$ cat config.mk
export PLATFORM = sky130hd
export DESIGN_NAME = xbar_sw_alloc
export DESIGN_NICKNAME = d
export VERILOG_FILES = /design/src/rtl/xbar_sw_alloc.sv
export SDC_FILE = /design/constraint.sdc
export NUM_CORES = 1
export LEC_CHECK = 0
export ABC_CLOCK_PERIOD_IN_PS = 9400
export CAP_MARGIN = 20
export CORE_MARGIN = 2
export CORE_UTILIZATION = 40
export CTS_CLUSTER_DIAMETER = 30
export CTS_CLUSTER_SIZE = 14
export DETAILED_ROUTE_END_ITERATION = 7
export GPL_TIMING_DRIVEN = 0
export PLACE_DENSITY = 0.59
export REMOVE_ABC_BUFFERS = 1
export SYNTH_ARGS = -nofsm -noshare
export SYNTH_HDL_FRONTEND = slang
export SYNTH_SLANG_ARGS = --single-unit
$ cat constraint.sdc
create_clock -name clk -period 9.4 [get_ports clk]
set_input_delay 2.82 -clock clk [delete_from_list [all_inputs] [get_ports clk]]
set_output_delay 2.82 -clock clk [all_outputs]
set_load 0.05 [all_outputs]
$ cat src/rtl/xbar_sw_alloc.sv
// Switch allocator for the 5-port router crossbar (N/S/E/W/L).
// Each output runs its own round-robin arbiter with wormhole locking: once an
// input wins an output, it keeps that output until its tail flit transfers.
module xbar_sw_alloc #(
  parameter int                 ROUTE_W   = 3,
  parameter logic [ROUTE_W-1:0] IDLE_CODE = 3'b111,
  parameter int                 NPORT     = 5
) (
  input  logic                     clk,
  input  logic                     rst_n,
  input  logic [NPORT-1:0]         req_valid_i,
  input  logic [NPORT*ROUTE_W-1:0] req_dest_i,
  input  logic [NPORT-1:0]         req_tail_i,
  input  logic [NPORT-1:0]         out_ready_i,
  output logic [ROUTE_W-1:0]       address_route_n_o,
  output logic [ROUTE_W-1:0]       address_route_s_o,
  output logic [ROUTE_W-1:0]       address_route_e_o,
  output logic [ROUTE_W-1:0]       address_route_w_o,
  output logic [ROUTE_W-1:0]       address_route_l_o,
  output logic [NPORT-1:0]         out_valid_o,
  output logic [NPORT-1:0]         grant_o,
  output logic                     dest_err_o
);

  typedef enum logic {IDLE, LOCKED} lock_e;

  lock_e              lock_q   [NPORT];
  lock_e              lock_d   [NPORT];
  logic [ROUTE_W-1:0] owner_q  [NPORT];
  logic [ROUTE_W-1:0] owner_d  [NPORT];
  logic [ROUTE_W-1:0] rr_ptr_q [NPORT];
  logic [ROUTE_W-1:0] rr_ptr_d [NPORT];
  logic               dest_err_q;
  logic               dest_err_d;

  // req[o][k]: input k has a valid flit headed for output o
  logic [NPORT-1:0]   req       [NPORT];
  logic [ROUTE_W-1:0] route_sel [NPORT];

  // Request matrix and the sticky bad-destination detector
  always_comb begin
    dest_err_d = dest_err_q;
    for (int o = 0; o < NPORT; o++) begin
      for (int k = 0; k < NPORT; k++) begin
        req[o][k] = req_valid_i[k] &&
                    (req_dest_i[k*ROUTE_W +: ROUTE_W] == ROUTE_W'(o));
      end
    end
    for (int k = 0; k < NPORT; k++) begin
      if (req_valid_i[k] &&
          (req_dest_i[k*ROUTE_W +: ROUTE_W] > ROUTE_W'(NPORT - 1))) begin
        dest_err_d = 1'b1;
      end
    end
  end

  // Per-output arbitration, lock tracking, route selects and strobes
  always_comb begin
    logic owner_req;
    logic owner_tail;
    logic found;
    // NOTE: every output of this block gets a default first so that no path
    // leaves a variable unassigned, which would otherwise infer a latch.
    out_valid_o = '0;
    grant_o     = '0;
    for (int o = 0; o < NPORT; o++) begin
      lock_d[o]    = lock_q[o];
      owner_d[o]   = owner_q[o];
      rr_ptr_d[o]  = rr_ptr_q[o];
      route_sel[o] = IDLE_CODE;
      owner_req    = 1'b0;
      owner_tail   = 1'b0;
      found        = 1'b0;

      if (lock_q[o] == LOCKED) begin
        route_sel[o] = owner_q[o];
        for (int k = 0; k < NPORT; k++) begin
          if (owner_q[o] == ROUTE_W'(k)) begin
            owner_req  = req[o][k];
            owner_tail = req_tail_i[k];
          end
        end
        if (owner_req && out_ready_i[o]) begin
          out_valid_o[o] = 1'b1;
          for (int k = 0; k < NPORT; k++) begin
            if (owner_q[o] == ROUTE_W'(k)) grant_o[k] = 1'b1;
          end
          if (owner_tail) lock_d[o] = IDLE;
        end
      end else begin
        // Scan from the input after the last winner, wrapping modulo NPORT
        for (int i = 1; i <= NPORT; i++) begin
          for (int k = 0; k < NPORT; k++) begin
            if (!found && req[o][k] &&
                (k == (int'(rr_ptr_q[o]) + i) % NPORT)) begin
              found       = 1'b1;
              lock_d[o]   = LOCKED;
              owner_d[o]  = ROUTE_W'(k);
              rr_ptr_d[o] = ROUTE_W'(k);
            end
          end
        end
      end
    end
  end

  // State registers; the pointer resets to L so North wins the first round
  always_ff @(posedge clk or negedge rst_n) begin
    // NOTE: sequential state uses non-blocking assignments so every register
    // samples pre-edge values regardless of statement order.
    if (!rst_n) begin
      for (int o = 0; o < NPORT; o++) begin
        lock_q[o]   <= IDLE;
        owner_q[o]  <= '0;
        rr_ptr_q[o] <= ROUTE_W'(NPORT - 1);
      end
      dest_err_q <= 1'b0;
    end else begin
      for (int o = 0; o < NPORT; o++) begin
        lock_q[o]   <= lock_d[o];
        owner_q[o]  <= owner_d[o];
        rr_ptr_q[o] <= rr_ptr_d[o];
      end
      dest_err_q <= dest_err_d;
    end
  end

  assign address_route_n_o = route_sel[0];
  assign address_route_s_o = route_sel[1];
  assign address_route_e_o = route_sel[2];
  assign address_route_w_o = route_sel[3];
  assign address_route_l_o = route_sel[4];
  assign dest_err_o        = dest_err_q;

endmodule

==> qor_table.md <==
| Result | Reported |
|---|---|
| Buffer type at the clock tree root | sky130_fd_sc_hd__clkbuf_16 |
| Kind of critical path | in2out |
| Drc violations | 0 |
| GRT overflow | 0 |
| Count of warnings emitted by yosys | 0 |
| Maximum cell stage delay along the critical path | 0.84 ns |
| Avg Cell Area, Syn | 6.730 um2 |
| Synth top area cells | sky130_fd_sc_hd__ha_1 (13%), sky130_fd_sc_hd__a21oi_1 (5.4%), sky130_fd_sc_hd__nand2_1 (4.9%) |
| Vias/cell | 6.491 |
| Final Hold Violating Endpoints | 0 |
| Seq/Total Area, Yosys | 4.586% |
| Combined flip-flop and latch cell area | 658.1 um2 |
| Wire length of the first global-routing pass | 80.23 mm |
| Total number of vias | 16500 |
| CORE AREA | 35400 um2 |
| Arrival time of the worst setup path | 6.50 ns |
| Number of cells traversed by the worst register-to-register path | 16 |
| Antenna violations before repair | 2 |
| GRT Overall Usage | 25.20% |
| Min-Delay Endpoint | dest_err_o |
| Cell variety after synth | 109 |
| Number of buffers added by the clock tree synthesis step | 3 |
| H-tree depth | 1 |
| First-pass DRT Iterations | 5 |
| Library cell contributing the largest single delay on the critical path | sky130_fd_sc_hd__clkdlybuf4s50_1 |
| Area of the die | 37340 um2 |
| Number of clock sinks | 26 |
| Total wire length after detailed routing | 49.63 mm |
| Clk slew on worst S/H paths | 0.08 ns |
| FMAX | 107.3 MHz |
| Beginning of the worst register-to-register path | owner_q[6] |
| Summed area of non-filler cells in the final layout | 15270 um2 |
| Worst-Skew Late Latency | 0.27 ns |
| Final period utilization | 99.17% |
| Main flop type after synthesis | sky130_fd_sc_hd__dfrtp_1 |
| Capture instance of the worst register-to-register path | owner_q[7] |
| Critical-path maximum fanout | 7 |
| Headroom to the max-slew limit | 28.51% |
| Overall die width | 193.2 um |
| Area growth from synthesis to final layout | 6.648% |
| Synth top area share | 13.19% |
| Number of flops mapped to enable cells by yosys | 0 |
| Status | finished clean |
| Combined area of the multi-input logic cells | 12730 um2 |
| Cells along the critical path | clkdlybuf4s50_1 -> nor3_2 -> a221oi_1 -> a211oi_1 -> a21oi_1 -> nor3_2 -> a222oi_1 -> nand2_1 -> clkdlybuf4s50_1 |
| Count of cells along the worst hold path | 2 |
| Setup slack after layout | 0.07771 ns |
| Number of DRC markers after the initial detailed-route iteration | 1443 |
| Gate count after technology mapping | 2128 |
| Utilization after layout | 43.15% |
| Largest buffer count on any clock path | 2 |
| Min-delay src | dest_err_o |
| Non-filler instance count after layout | 2542 |
| Standard-cell rows | 69 |
| Data required time at the worst endpoint | 6.58 ns |
| Fraction of layout cells with a size suffix above 1 | 5.916% |
| Height of the die | 193.2 um |
| TritonCTS clock tree | yes |
| Post-synth ARST share | 100.0% |
| Top-Level Pins | 58 |
| Clock period minus final worst setup slack | 9.322 ns |
| Maximum number of pins on one net before global-route repair | 45 |
| Count of pins over their slew limit | 0 |
| FILL cells | 3706 |
| Register-to-register path setup slack | 2.14 ns |
| Final #Nets | 2264 |
| Final RePlAce weighted congestion | 0.9530 |
| DP Area | 15130 um2 |
| Count of buffers inserted at the top-level ports | 57 |
| Hold Crit Class | reg2reg |
| Sum of net half-perimeters after detailed placement | 38.23 mm |
| Setup slack at placement | -0.3594 ns |
| Cell count after placement | 2535 |
| Via count of the first global-routing pass | 15110 |
| Final setup skew | 0.001192 ns |
| Drt wl/cell | 19.53 um |
| Top post-synthesis cells by count | sky130_fd_sc_hd__nand2_1 (187), sky130_fd_sc_hd__nor2_1 (187), sky130_fd_sc_hd__a21oi_1 (155) |
| Antenna violation net count after detailed routing | 0 |
| CP Capture Type | primary output |
| Final number of setup-violating endpoints | 0 |
| Post-synthesis instance area | 14320 um2 |
| Setup repair after global routing missed its margin | no |
| Synth area leader | sky130_fd_sc_hd__ha_1 |
| Startpoint Class | input pin |
| Number of register bits inferred by synthesis | 26 |
| Starting Density | 40.46% |
| Total of max-cap violations | 0 |
| Actual slew at the worst max-slew pin | 1.065 ns |
==> area by class of cell <==
cell class | count | area share (%)
Multi-Input combinational cell | 1861 | 83.34
Timing Repair Buffer | 69 | 4.915
Sequential cell | 26 | 4.309
Tap cell | 461 | 3.776
Inverter | 119 | 2.941
Clock buffer | 3 | 0.4915
Clock inverter | 1 | 0.1966
Antenna cell | 2 | 0.03277
==> layout by cell type, fill, tap and decap left out, types with 49 or more instances in the layout <==
cell and n:
sky130_fd_sc_hd__nand2_1 187, sky130_fd_sc_hd__nor2_1 186, sky130_fd_sc_hd__a21oi_1 155, sky130_fd_sc_hd__ha_1 151, sky130_fd_sc_hd__o21ai_0 134, sky130_fd_sc_hd__inv_1 100, sky130_fd_sc_hd__nand3_1 76, sky130_fd_sc_hd__nor3_1 75
sky130_fd_sc_hd__clkdlybuf4s50_1 56, sky130_fd_sc_hd__xnor2_1 49
==> worst max-delay path by stage <==
| stage | startpoint | end | slack (ns) |
|---|---|---|---|
| 2_1_floorplan | req_valid_i[1] | grant_o[3] | 1.79 |
| 6_report | req_dest_i[0] | grant_o[1] | 0.08 |
| 4_1_cts | req_valid_i[2] | grant_o[3] | 0.11 |
| 5_1_grt | req_valid_i[2] | grant_o[0] | 0.02 |
| 3_3_place_gp | req_valid_i[1] | grant_o[3] | -0.40 |
| 3_5_place_dp | req_dest_i[5] | grant_o[1] | -0.36 |
==> per-layer routing <==
metal / global-route usage [%] / part of all wire [%]
met5: 0 / 0
met4: 7.662 / 2.7
met3: 1.342 / 6.0
met2: 41.55 / 46
met1: 35.31 / 45
==> kinds of logic (layout without fill, tap and decap cells) <==
family | after synthesis | after routing | synth area share, %
and+or+nand+nor | 857 | 857 | 31.11
AOI/OAI and AO/OA | 743 | 743 | 36.04
buffers and inverters | 241 | 192 | 6.814
adders and majority gates | 153 | 153 | 13.40
xor gates and xnor gates | 57 | 57 | 4.115
muxes | 51 | 51 | 3.940
DFF | 26 | 26 | 4.586
other | 0 | 2 | 0
==> worst max-delay path, delay by kind of cell <==
kind	cells	cell delay, ns
buf+inv	2	1.44
simple gates	3	1.37
compound gates	4	0.86
==> registers in the layout, indices dropped and copies added (netlist names) <==
register,cells
rr_ptr_q,5
owner_q,15
lock_q,5
dest_err_o,1
==> through the flow <==
step	setup TNS (ns)	hold slack [ns]
after floorplan	0	0.5356
after global placement	-1.874	0.5748
after detailed placement	-1.501	0.5791
after CTS	0	0.6135
after global routing	0	0.6183
final	0	0.6062
==> what timing repair did <==
action,CTS,global route
cloned,0,0
hold buffers,0,0
buffers inserted,0,0
gates resized for setup,3,4
endpoints found under the setup margin,5,4
Power is not shown: default switching activity piles up to over one toggle a cycle in this logic, so the estimate is an artifact.
